**src/rtl/dmem_port_arbiter.sv**
```systemverilog
// Two-port arbiter for a single-port word-addressed data memory (port 0 = CPU, port 1 = debug).
// Round-robin on contention, registered write strobe, registered read data and one-cycle acks.
module dmem_port_arbiter #(
    parameter int ADDR_W    = 32,
    parameter int DATA_W    = 32,
    parameter int MEM_DEPTH = 1024
) (
    input  logic              clk,
    input  logic              reset,
    input  logic              cpu_req,
    input  logic              cpu_we,
    input  logic [ADDR_W-1:0] cpu_addr,
    input  logic [DATA_W-1:0] cpu_wdata,
    output logic              cpu_ack,
    output logic              cpu_err,
    output logic [DATA_W-1:0] cpu_rdata,
    input  logic              dbg_req,
    input  logic              dbg_we,
    input  logic [ADDR_W-1:0] dbg_addr,
    input  logic [DATA_W-1:0] dbg_wdata,
    output logic              dbg_ack,
    output logic              dbg_err,
    output logic [DATA_W-1:0] dbg_rdata,
    output logic [ADDR_W-1:0] mem_addr,
    output logic [DATA_W-1:0] mem_wdata,
    output logic              mem_wr,
    input  logic [DATA_W-1:0] mem_rdata
);
    typedef enum logic [2:0] {IDLE, RD, WS, WP, WH, ACK} state_t;

    localparam logic [ADDR_W:0] ADDR_LIMIT = (ADDR_W+1)'(MEM_DEPTH);

    state_t            state_reg, state_next;
    logic [1:0]        req;
    logic [1:0]        we_in;
    logic [ADDR_W-1:0] addr_in [2];
    logic [DATA_W-1:0] wdata_in [2];
    logic              grant_valid, grant_port, grant_oor;
    logic              grant_take, rd_capture, ack_fire, wr_next;
    logic              port_reg, we_reg, err_reg, last_grant_reg, mem_wr_reg;
    logic [ADDR_W-1:0] addr_reg;
    logic [DATA_W-1:0] wdata_reg;
    logic [1:0]        ack_vec, err_vec;
    logic [DATA_W-1:0] rdata_vec [2];

    assign req         = {dbg_req, cpu_req};
    assign we_in       = {dbg_we, cpu_we};
    assign addr_in[0]  = cpu_addr;
    assign addr_in[1]  = dbg_addr;
    assign wdata_in[0] = cpu_wdata;
    assign wdata_in[1] = dbg_wdata;

    // On contention the port that did not win last time is served.
    always_comb begin
        grant_valid = |req;
        grant_port  = (req == 2'b11) ? ~last_grant_reg : req[1];
        grant_oor   = {1'b0, addr_in[grant_port]} >= ADDR_LIMIT;
    end

    always_ff @(posedge clk or posedge reset) begin
        if (reset) state_reg <= IDLE;
        else       state_reg <= state_next;
    end

    always_comb begin
        state_next = state_reg;
        unique case (state_reg)
            IDLE: if (grant_valid) begin
                if (grant_oor)               state_next = ACK;
                else if (we_in[grant_port])  state_next = WS;
                else                         state_next = RD;
            end
            RD:      state_next = ACK;
            WS:      state_next = WP;
            WP:      state_next = WH;
            WH:      state_next = ACK;
            ACK:     state_next = IDLE;
            default: state_next = IDLE;
        endcase
    end

    always_comb begin
        grant_take = (state_reg == IDLE) && grant_valid;
        rd_capture = (state_reg == RD);
        ack_fire   = (state_reg == ACK);
        wr_next    = (state_next == WP);
    end

    always_ff @(posedge clk or posedge reset) begin
        if (reset) begin
            port_reg       <= 1'b0;
            we_reg         <= 1'b0;
            err_reg        <= 1'b0;
            last_grant_reg <= 1'b1;
            addr_reg       <= '0;
            wdata_reg      <= '0;
            mem_wr_reg     <= 1'b0;
        end else begin
            if (grant_take) begin
                port_reg       <= grant_port;
                last_grant_reg <= grant_port;
                we_reg         <= we_in[grant_port];
                err_reg        <= grant_oor;
                addr_reg       <= addr_in[grant_port];
                wdata_reg      <= wdata_in[grant_port];
            end
            // Strobe comes straight from a flop so the memory sees one clean edge.
            mem_wr_reg <= wr_next;
        end
    end

    for (genvar gi = 0; gi < 2; gi++) begin : g_port
        logic              ack_reg, err_out_reg;
        logic [DATA_W-1:0] rdata_reg;
        logic              is_mine;

        assign is_mine = (port_reg == 1'(gi));

        always_ff @(posedge clk or posedge reset) begin
            if (reset) begin
                ack_reg     <= 1'b0;
                err_out_reg <= 1'b0;
                rdata_reg   <= '0;
            end else begin
                ack_reg     <= ack_fire && is_mine;
                err_out_reg <= ack_fire && is_mine && err_reg;
                if (rd_capture && is_mine) rdata_reg <= mem_rdata;
            end
        end

        assign ack_vec[gi]   = ack_reg;
        assign err_vec[gi]   = err_out_reg;
        assign rdata_vec[gi] = rdata_reg;
    end

    assign cpu_ack   = ack_vec[0];
    assign cpu_err   = err_vec[0];
    assign cpu_rdata = rdata_vec[0];
    assign dbg_ack   = ack_vec[1];
    assign dbg_err   = err_vec[1];
    assign dbg_rdata = rdata_vec[1];
    assign mem_addr  = addr_reg;
    assign mem_wdata = wdata_reg;
    assign mem_wr    = mem_wr_reg;

    // we_reg is kept for completeness of the latched request; fold it in harmlessly.
    logic unused_we;
    assign unused_we = we_reg;
endmodule

```
**config.mk**
```make
export PLATFORM = sky130hd
export DESIGN_NAME = dmem_port_arbiter
export DESIGN_NICKNAME = d
export VERILOG_FILES = /design/src/rtl/dmem_port_arbiter.sv
export SDC_FILE = /design/constraint.sdc
export NUM_CORES = 1
export LEC_CHECK = 0
export ABC_AREA = 0
export CAP_MARGIN = 20
export CELL_PAD_IN_SITES_DETAIL_PLACEMENT = 1
export CELL_PAD_IN_SITES_GLOBAL_PLACEMENT = 1
export CORE_AREA = 3 3 117 119
export CTS_CLUSTER_DIAMETER = 80
export DETAILED_ROUTE_END_ITERATION = 12
export DIE_AREA = 0 0 120 122
export DONT_BUFFER_PORTS = 1
export MAX_ROUTING_LAYER = met4
export PLACE_DENSITY_LB_ADDON = 0.12
export SKIP_LAST_GASP = 1
export SLEW_MARGIN = 20
export SYNTH_ARGS = -nofsm -noshare
export SYNTH_HDL_FRONTEND = slang
export SYNTH_SLANG_ARGS = --single-unit
```
**constraint.sdc**
```tcl
create_clock -name clk -period 5.7 [get_ports clk]
set_input_delay 1.14 -clock clk [delete_from_list [all_inputs] [get_ports clk]]
set_output_delay 1.14 -clock clk [all_outputs]
set_load 0.01 [all_outputs]
```
Word-level counts from Yosys, hierarchy flattened
Cells that the tools add are included.
{"block": "classes", "n_eq_ne": 7, "n_reduce_logical": 10, "bitwise": 3, "n_mux": 13, "magnitude_cmp": 3}
{"op": "$mux W32", "n": 6}
{"op": "$ge A32 B11 Y1 const B", "n": 1}
{"op": "$pmux W3 S4", "n": 1}
{"op": "$eq A3 B2 Y1 const B", "n": 3}
{"op": "$logic_and A1 B1 Y1", "n": 7}
{"op": "$eq A3 B3 Y1 const B", "n": 2}
{"op": "$mux W3", "n": 2}
{"op": "$reduce_or A2 Y1", "n": 2}
{"op": "$eq A3 B1 Y1 const B", "n": 1}
{"op": "$logic_not A3 Y1", "n": 1}
{"op": "$mux W1", "n": 3}
{"op": "$eq A2 B2 Y1 const B", "n": 1}
{"op": "$ge A2 B2 Y1 const B", "n": 1}
{"op": "$lt A1 B2 Y1 const B", "n": 1}
{"op": "$mux W2", "n": 1}
{"op": "$not A1 Y1", "n": 2}
{"op": "$not A1 Y2", "n": 1}
{"block": "word_totals", "inputBits": 166, "word_cells": 49, "reg_bits": 139}

Logic depth before layout (Yosys ltp)
{"block": "logic_depth", "depth_word": 11, "ltp_mapped": 6, "ltp_nobuf": 5}

Least setup slack after synthesis
Ideal clock, no wire load.
{"block": "synth_path", "kind": "input-to-reg", "start": "input dbg_req", "end": "register state_reg[0]", "path_buffers": 2, "arrival_ns": 1.993, "path_stages": 5, "required_time_ns": 5.618, "setup_time_ns": 0.082, "path_slack_ns": 3.625, "path_cell_list": "a21boi_2 > buf_6 > buf_8 > mux2_4 > a31oi_1"}
{"block": "synth_via", "elab_chain_len": 10, "word_cells_on_any_way": 14, "classes_between": "order compare (1); eq/ne (1); mux (10); bitwise (1); reduce/logical (1)"}
{"item": "start, declared", "line_no": "17", "rtl": "input logic dbg_req,"}
{"item": "$eq A2 B2 Y1", "line_no": "56", "rtl": "grant_port = (req == 2'b11) ? ~last_grant_reg : req[1];"}
{"item": "$mux W1", "line_no": "56"}
{"item": "$not A1 Y2 (implied by the code)", "line_no": "57", "rtl": "grant_oor = {1'b0, addr_in[grant_port]} >= ADDR_LIMIT;"}
{"item": "$mux W32 (implied by the code) (3 in a row)", "line_no": "57"}
{"item": "$ge A32 B11 Y1", "line_no": "57"}
{"item": "$mux W3", "line_no": "69", "rtl": "if (grant_oor) state_next = ACK;"}
{"item": "$mux W3 *", "line_no": "68", "rtl": "IDLE: if (grant_valid) begin"}
{"item": "$pmux W3 S4 *", "line_no": "67", "rtl": "unique case (state_reg)"}
{"item": "via state_next[0]", "line_no": "33", "rtl": "state_t state_reg, state_next;"}
{"item": "end signal, assigned", "line_no": "62", "rtl": "else state_reg <= state_next;"}
{"item": "end, declared", "line_no": "33"}
Mark *: on every way through the listed nets, which the timed path passes. The rest lies on a longest branch. The select of a mux whose other input is x is not followed.
A chain may end at the register's enable or synchronous reset.

Final worst setup path
{"block": "layout_path", "start": "input dbg_req", "end": "register wdata_reg[31], in the netlist mem_wdata[31]"}
{"block": "layout_via", "elab_chain_len": 6, "word_cells_on_any_way": 8, "classes_between": "eq/ne (1); mux (4); bitwise (1); reduce/logical (2)"}
{"item": "$eq A2 B2 Y1", "line_no": "56"}
{"item": "$mux W1", "line_no": "56"}
{"item": "$not A1 Y2 (implied by the code)", "line_no": "105", "rtl": "wdata_reg <= wdata_in[grant_port];"}
{"item": "$mux W32 (implied by the code) (3 in a row)", "line_no": "105"}
{"item": "end signal, assigned", "line_no": "105"}
{"item": "end, declared", "line_no": "42", "rtl": "logic [DATA_W-1:0] wdata_reg;"}
Several ways; a longest one is shown, not always the timed one. The select of a mux whose other input is x is not followed.

==> metrics.md <==
| Metric | Value |
|---|---|
| Status | finished, final reports clean |
| Avg WL per Cell | 22.44 um |
| Dpl cell area | 6043 um2 |
| Vias per inst | 5.536 |
| CP Launch Type | input port |
| Drt pass-1 iters | 4 |
| Clock Path Buffers | 2 |
| Delay-heaviest family, CP | compound AO/OA/AOI/OAI gates |
| Clock skew | 0.005326 ns |
| Cts hold-fix bufs | 0 |
| Clk_lat worst skew | 0.41 ns |
| Largest net degree at the start of global routing | 94 |
| Post_cts resized | 0 |
| 1st-iter DRT viols | 193 |
| CP endpoint kind | register |
| FF+latch count, synth | 139 |
| Rel. slew slack | 32.07% |
| Post-Place Cells | 623 |
| CTS tree | done |
| Root Buffer | clkbuf_16 |
| Die span in x | 120 um |
| Worst R2R Setup Slack | 3.19 ns |
| CP Data Required Time | 5.99 ns |
| Synth warn | 0 |
| Drt total wl | 14,700 um |
| # diodes | 0 |
| Seq/Total Area, Yosys | 58.19% |
| Minimum clock period | 2.847 ns |
| Crit-path cells | a21boi_4 -> buf_4 -> mux2i_1 -> o21ai_1 |
| Fin crit share | 49.95% |
| Count of non-filler cells in the finished layout | 655 |
| Synth Instances | 474 |
| Multi-input gate area | 2270 um2 |
| Core Area | 12,670 um2 |
| I/O Buffers | 0 |
| Nets | 636 |
| Total Die Area | 14,640 um2 |
| Clk slew on worst S/H paths | 0.06 ns |
| Critical path's slowest cell | a21boi_4 |
| Fin. Hold Viols | 0 |
| Unrepaired setup endpoints after global routing | false |
| Congestion Overflow GR | 0 |
| Max Freq | 351.2 MHz |
| Fillers | 1,305 |
| GP Congestion | 0.7794 |
| Setup violations, final | 0 |
| Cell area after layout | 6634 um2 |
| CP Max Fanout | 44 |
| Post-synthesis simple-gate area fraction | 7.951% |
| Peak VDD IR | 0.0001851 V |
| Adder-Cell Fraction of Synth Area | 0% |
| Total Power | 3.959 mW |
| Mux cell area share after synthesis | 23.02% |
| Compound-Gate Fraction of Synth Area | 6.738% |
| PwrDens | 596.8 nW/um2 |
| Net Count, Synth | 640 |
| Post-route DRC | 0 |
| Post-CTS Setup Inserts | 0 |
| Share of post-route cells with drive strength above 1 | 21.33% |
| Max Cap Viol | 0 |
| Initial antenna violation count | 0 |
| Die Y-Extent | 122 um |
| # clock sinks | 139 |
| Synth-to-layout area growth | 10.94% |
| FF/Latch Area | 3480 um2 |
| Mapped Area | 5979 um2 |
| CP Class | in2reg |
| Synth Area in XOR/XNOR | 0% |
| Worst-Margin Slew | 1.016 ns |
| CP max stage delay | 0.78 ns |
| Antenna Nets Post-Route | 0 |
| Largest family of logic cells by synthesized area | multiplexers |
| Leak | 2.924 nW |
| Critical Path AT | 3.13 ns |
| Num CTS Buffers | 17 |
| Gr usage total | 20.35% |
| I/O pins | 299 |
| Post-synth cell types | 37 |
| DR vias | 3,626 |
| Worst Hold Slack | 0.5157 ns |
| H-tree levels | 4 |
| Worst path buffer plus inverter count | 1 |
| First-pass GRT wire length | 22,090 um |
| Worst hold path class | reg2reg |
| Num rows | 41 |
| Vias in the first global route | 4,063 |
| Setup TNS | 0 ns |
| Starting Density | 47.19% |
| HPWL after DPL | 10,960 um |
| Syn_area_per_cell | 12.61 um2 |
| Slew Viols, Final | 0 |
[per-layer routing]
layer	wire length, um	GRT usage, %
met5	0	-
met3	1598	8.728
met4	201	7.158
met2	7560	34.04
met1	5338	21.72
[layout make-up]
type,instances,area share [%]
Timing Repair Buffer,5,1.056
Clock inverter,9,1.697
Inverter,1,0.1320
Sequential cell,139,52.45
Multi-Input combinational cell,306,34.21
Tap cell,172,3.244
Clock buffer,23,7.205
[metrics by stage]
stage | worst slack (ns) | utilization (%)
after global routing | 2.733 | 52.36
after CTS | 2.882 | 52.36
after floorplan | 0.8371 | -
final | 2.853 | 52.36
after detailed placement | 2.438 | 47.69
after global placement | 2.464 | 47.48
[synthesized netlist by cell type, drive strengths merged]
library cell | instances | share of area, %
a21boi | 1 | 0.19
a21oi | 1 | 0.084
a22o | 1 | 0.15
a31o | 1 | 0.15
a31oi | 2 | 0.21
a32o | 1 | 0.17
and2 | 3 | 0.31
and3 | 1 | 0.10
buf | 22 | 3.6
clkbuf | 6 | 0.42
dfrtp | 138 | 58
dfstp | 1 | 0.44
inv | 1 | 0.063
mux2 | 65 | 12
mux2i | 64 | 11
nand2 | 68 | 4.3
nand2b | 4 | 0.46
nand3 | 2 | 0.17
nand4 | 2 | 0.21
nor2 | 7 | 0.56
nor3 | 4 | 0.71
nor4 | 10 | 1.0
o21ai | 67 | 5.7
o31ai | 1 | 0.13
or2 | 1 | 0.10
[layout by cell type, fill, tap and decap left out, drive strengths merged]
cell type	Yosys	routed
nor2	7	7
a31o	1	1
a31oi	2	2
o21ai	67	67
inv	1	2
o31ai	1	1
a32o	1	1
buf	22	5
nand2	68	68
clkbuf	6	23
or2	1	1
mux2	65	65
clkinv	0	2
nor3	4	4
nand3	2	2
nor4	10	10
dfrtp	138	138
dfstp	1	1
a22o	1	1
nand4	2	2
mux2i	64	64
a21boi	1	1
nand2b	4	4
a21oi	1	1
bufinv	0	2
clkinvlp	0	4
and3	1	1
and2	3	3
[report_power, final]
part	leakage (nW)	internal (mW)	switching [mW]
Combinational	0.961	0.419	0.376
Sequential	1.69	1.47	0.609
Clock	0.276	0.680	0.403
Total	2.92	2.57	1.39
[worst min-delay path, stage by stage (launching register included)]
cell	delay, ns
dfrtp_1	0.36
nand2_1	0.05
o21ai_0	0.06
[cells by family (layout without fill, tap and decap cells)]
logic type             after synthesis  count (layout)
AOI/OAI and AO/OA                   75              75
buffers and inverters               29              38
DFF                                139             139
muxes                              129             129
and+or+nand+nor                    102             102
[final timing paths]
path | endpoint | cells after the start | startpoint
max | mem_wdata[31] | 4 | dbg_req
max in group asynchronous | mem_addr[13] | 2 | reset
min | err_reg | 2 | err_reg
min reg2reg | err_reg | 2 | err_reg
min in group asynchronous | cpu_rdata[4] | 1 | reset
max reg2reg | mem_wdata[31] | 4 | last_grant_reg
Power figures use the tool's default switching activity.
==> variant 1: new RTL, same settings <==
The parameter `DATA_W` goes from 32 to 16.
--- a/src/rtl/dmem_port_arbiter.sv
+++ b/src/rtl/dmem_port_arbiter.sv
@@ -2,7 +2,7 @@
 // Round-robin on contention, registered write strobe, registered read data and one-cycle acks.
 module dmem_port_arbiter #(
     parameter int ADDR_W    = 32,
-    parameter int DATA_W    = 32,
+    parameter int DATA_W    = 16,
     parameter int MEM_DEPTH = 1024
 ) (
     input  logic              clk,
Ports: changed (6 resized); port bits go from 299 to 203. No check against the original RTL was run, so the function may have changed too.
==> variant 1 against the unedited design <==
Total power shrank 36%. Sequential cell count shrank 48. Die area is the same. Synthesized area shrank 33%. Final area shrank 32%. Worst setup slack gained 0.13 ns. Hold slack gained 0.025 ns. Wire length shrank 33%. Non-clock buffer count shrank 2. Critical path type unchanged. Highest routed layer unchanged.
==> variant 1: results (changes against the unedited design) <==
Global routing
  – M2 GR Usage: 0.211 (-0.129)
  – Largest net degree at the start of global routing: 77 (-18%)
  – First-pass GRT wire length: 15300 microns (-31%)
  – Vias in the first global route: 2784 (-31%)
  – Met1 Use GR: 0.157 (-0.0601)
  – GRT Total Usage: 0.141 (-0.0630)
  – Initial antenna violation count: 0 (unchanged)
  – GR Layer Usage met3: 0.0803 (-0.00696)

Route
  – Number of DRC markers in iteration 0: 69 (-64%)
  – Vias per cell: 4.97 (-10%)
  – Routed wl met2: 4600 microns (-39%)
  – WL met1: 3810 microns (-29%)
  – First drt pass iteration count: 2 (-2)
  – WL/cell: 19.5 microns (-13%)
  – DR WL met3: 1390 microns (-13%)
  – Top routing layer in use: met4

Finish
  – Filler cells: 1380 (+5.7%)
  – # diodes: 0 (unchanged)
  – Max FFs per register: 32
  – Nets@finish: 450 (-29%)
  – Share of cells above drive strength 1: 0.173 (-0.0406)

Synth
  – Sequential area share after synthesis: 0.565 (-0.0171)
  – Fraction of registers with async set or reset after synthesis: 1.00 (unchanged)
  – Post-synth top cells: dfrtp_1 (90), nand2_1 (52), mux2i_1 (48)
  – Yosys warning count: 0 (unchanged)
  – Area contributors post-synth: dfrtp_1 (56%), mux2i_1 (12%), mux2_2 (6.1%)
  – Distinct cells, synth: 35 (-5.4%)

Clocking
  – Clock tree buffer depth: 2 (unchanged)
  – Postcts setup bufs: 0 (unchanged)
  – H-tree levels: 3 (-1)
  – Root Buffer: clkbuf_16
  – Reg clk slew, reported paths: 0.06 ns (about the same)
  – CTS buffer count: 9 (-8)
  – Worst-skew pair later-pin latency: 0.34 ns (-0.07 ns)
  – Post_cts resized: 0 (unchanged)

Power and ir drop
  – Max IR drop VDD: 0.000197 V (+6.2%)
  – Leak Pwr: 0.00198 uW (-32%)
  – NetSw: 884 uW (-36%)

Critical path
  – Setup crit end: state_reg[1]
  – FF-to-FF setup slack: 3.39 ns (+0.20 ns)
  – Worst Setup SP: dbg_req
  – Worst R2R Path Depth: 5 (+1)
  – R2r startpoint: last_grant_reg
  – CP arrival: 2.95 ns (-0.18 ns)
  – CP max FO: 41 (-6.8%)

STA
  – Total negative setup slack: 0 ns (unchanged)
  – Clock Skew: 0.00664 ns (+0.00132 ns)
  – Worst slew pin tran: 1.06 ns (+0.0387 ns)

Run status
  – Status: finished, final reports clean

Worst hold path
  – Worst hold path type: reg2reg

Placement
  – Port Buf Inserts: 0 (unchanged)
  – RD Place Congestion: 0.693 (-11%)
  – HPWL Detailed: 7410 microns (-32%)
variant 1: area by class of cell:
cell class | count | share of cell area
well taps | 172 | 0.0477
repair buffers | 3 | 0.00499
clock inverters | 6 | 0.0252
flip-flops and latches | 91 | 0.505
inverters | 1 | 0.00139
clock buffers | 9 | 0.0499
multi-input cells | 226 | 0.365
variant 1: cell families after synthesis:
logic type             synth area share
AOI/OAI and AO/OA                0.0791
muxes                             0.221
buffers and inverters            0.0313
DFF                               0.565
and+or+nand+nor                   0.104
variant 1: power by group through the flow:
| stage | combinational (uW) | clock, uW | sequential (uW) |
|---|---|---|---|
| 2_1_floorplan | 490 | 0 | 1260 |
| 3_3_place_gp | 535 | 0 | 1360 |
| 3_5_place_dp | 561 | 0 | 1360 |
| 4_1_cts | 558 | 705 | 1350 |
| 5_1_grt | 628 | 726 | 1380 |
| 6_report | 542 | 676 | 1340 |
variant 1: worst min path at each step:
| stage | startpoint | end | cells after the start |
|---|---|---|---|
| 4_1_cts | mem_addr[18] | mem_addr[18] | 2 |
| 5_1_grt | dbg_rdata[6] | dbg_rdata[6] | 1 |
| 3_3_place_gp | mem_addr[22] | mem_addr[22] | 2 |
| 6_report | err_reg | dbg_err | 1 |
| 3_5_place_dp | mem_addr[18] | mem_addr[18] | 2 |
| 2_1_floorplan | err_reg | err_reg | 2 |
variant 1: stage by stage:
step	std cells	hold slack, ns	instance area [sq um]	setup WS [ns]
finish	508	0.540	4510	2.98
global route	508	0.576	4510	2.84
CTS	508	0.561	4510	2.97
detailed placement	493	0.545	4170	2.60
global placement	493	0.543	4170	2.68
floorplan	336	0.455	4030	2.20
variant 1: critical path, stage by stage:
cell and delay (ns):
a21boi_4 0.46, buf_4 0.65, nor3_1 0.17, or2_1 0.30, a31o_1 0.22
==> variant 2: new RTL, same settings <==
Without the edit above. Reset style: synchronous (`reset`), changed in 3 clocked blocks.
--- a/src/rtl/dmem_port_arbiter.sv
+++ b/src/rtl/dmem_port_arbiter.sv
@@ -57,7 +57,7 @@
         grant_oor   = {1'b0, addr_in[grant_port]} >= ADDR_LIMIT;
     end
 
-    always_ff @(posedge clk or posedge reset) begin
+    always_ff @(posedge clk) begin
         if (reset) state_reg <= IDLE;
         else       state_reg <= state_next;
     end
@@ -86,7 +86,7 @@
         wr_next    = (state_next == WP);
     end
 
-    always_ff @(posedge clk or posedge reset) begin
+    always_ff @(posedge clk) begin
         if (reset) begin
             port_reg       <= 1'b0;
             we_reg         <= 1'b0;
@@ -116,7 +116,7 @@
 
         assign is_mine = (port_reg == 1'(gi));
 
-        always_ff @(posedge clk or posedge reset) begin
+        always_ff @(posedge clk) begin
             if (reset) begin
                 ack_reg     <= 1'b0;
                 err_out_reg <= 1'b0;
Formal check against the unedited RTL: differs if reset is asserted again (counterexample within 4 cycles, from zero or initial values and one cycle with reset high); with reset held inactive, the same outputs for 10 cycles.
==> variant 2 against the unedited design <==
First-iteration DRC count grew 30%. Sequential cell count unchanged. Fmax rose by 1.2%. Worst setup slack gained 0.032 ns. Synthesized area shrank 3.0%. Critical path depth did not move. Final cell count is 20% higher. Wire length rose by 13%. Non-clock buffer count fell by 1. Final area down 4.1%. Critical endpoint is now mem_addr[2]. Highest routed layer unchanged. Via count up 22%.
Power is not compared: it rests on default switching activity, and its combinational part moved more than twofold at a synthesized area within 25%.
==> variant 2: results (changes against the unedited design) <==
Worst hold path
  – Hold Path Depth: 1 (-1)
  – Hold Path Origin: err_reg

Critical path
  – FF-to-FF setup slack: 2.92 ns (-0.27 ns)
  – R2r startpoint: state_reg[2]
  – CP arrival: 3.07 ns (-0.06 ns)
  – Worst R2R End: mem_wdata[4]
  – CP max FO: 46 (+4.5%)

Synth
  – Dominant synthesized flop cell: dfxtp_1
  – Sequential area share after synthesis: 0.480 (-0.102)
  – Area contributors post-synth: dfxtp_1 (48%), mux2i_1 (11%), a211oi_2 (8.6%)
  – Synth Net Count: 796 (+24%)
  – Synth Area per Inst: 9.21 sq um (-27%)
  – Most common cell in the netlist: dfxtp_1
  – Fraction of registers with async set or reset after synthesis: 0 (-1.00)
  – Post-synth top cells: dfxtp_1 (139), nand2_1 (129), nor2_1 (71)

Global routing
  – GR Layer Usage met3: 0.102 (+0.0149)
  – Largest net degree at the start of global routing: 137 (+46%)
  – First-pass GRT wire length: 25400 microns (+15%)
  – GRT Total Usage: 0.229 (+0.0256)

Finish
  – Share of cells above drive strength 1: 0.130 (-0.0830)
  – Nets@finish: 767 (+21%)

Route
  – Via count: 4415 (+22%)
  – WL/cell: 21.1 microns (-6.1%)

Placement
  – HPWL Detailed: 11700 microns (+7.0%)
  – RD Place Congestion: 0.776 (-0.49%)
  – Inst Count DP: 754 (+21%)

Run status
  – Status: finished, final reports clean

STA
  – Worst slew pin tran: 0.991 ns (-0.0250 ns)
==> variant 2: changes by cell type after synthesis, sizes merged, moves of 2 or more <==
cell / unedited run / this run
nand3b: 0 / 2
dfrtp: 138 / 0
mux2: 65 / 1
nand2: 68 / 129
clkbuf: 6 / 16
o22ai: 0 / 3
a21oi: 1 / 66
nor2: 7 / 71
a211oi: 0 / 64
o21ai: 67 / 2
buf: 22 / 36
dfxtp: 0 / 139
==> variant 2: kinds of logic (layout without fill, tap and decap cells) <==
| group | Yosys count | after routing | share of synthesized area |
|---|---|---|---|
| and+or+nand+nor | 232 | 232 | 0.166 |
| AOI/OAI and AO/OA | 141 | 141 | 0.187 |
| DFF | 139 | 139 | 0.480 |
| muxes | 66 | 66 | 0.114 |
| buffers and inverters | 52 | 36 | 0.0526 |
==> variant 2: layer usage <==
layer,routed length [microns],share of wire,vias up
li1,-,-,2128
met1,6060,0.37,2068
met2,8440,0.51,194
met3,1710,0.10,25
met4,365,0.022,0
met5,0,0,-
==> variant 2: cell type report <==
type                       instances  area, sq um
multi-input combinational        439         2740
sequential                       139         2780
timing repair buffer               4         30.0
tap                              172          215
clock buffer                      27          513
fill                            1466         6310
clock inverter                     5         81.3
==> variant 2: worst max-delay path, stage by stage <==
cell      delay (ns)
a21boi_4        0.70
buf_4           0.76
mux2i_1         0.34
a211oi_2        0.10
==> variant 2: stage by stage <==
| step | utilization | cell area, sq um | hold slack [ns] | worst slack [ns] |
|---|---|---|---|---|
| 2_1_floorplan | - | 5800 | 0.445 | 3.51 |
| 3_3_place_gp | 0.455 | 5760 | 0.474 | 2.51 |
| 3_5_place_dp | 0.455 | 5760 | 0.473 | 2.45 |
| 4_1_cts | 0.502 | 6360 | 0.488 | 2.88 |
| 5_1_grt | 0.502 | 6360 | 0.498 | 2.64 |
| 6_report | 0.502 | 6360 | 0.482 | 2.89 |
==> variant 2: how the worst max path moves through the flow <==
stage	endpoint	startpoint
2_1_floorplan	mem_addr[16]	reset
6_report	mem_addr[2]	dbg_req
4_1_cts	mem_addr[2]	dbg_req
3_3_place_gp	mem_addr[2]	dbg_req
3_5_place_dp	mem_addr[2]	dbg_req
5_1_grt	mem_wdata[9]	state_reg[2]
==> variant 2: power breakdown <==
group	switching [uW]	total (uW)	internal, uW
registers	124	1190	1070
logic	191	320	129
clock network	392	1100	703
total	708	2610	1900
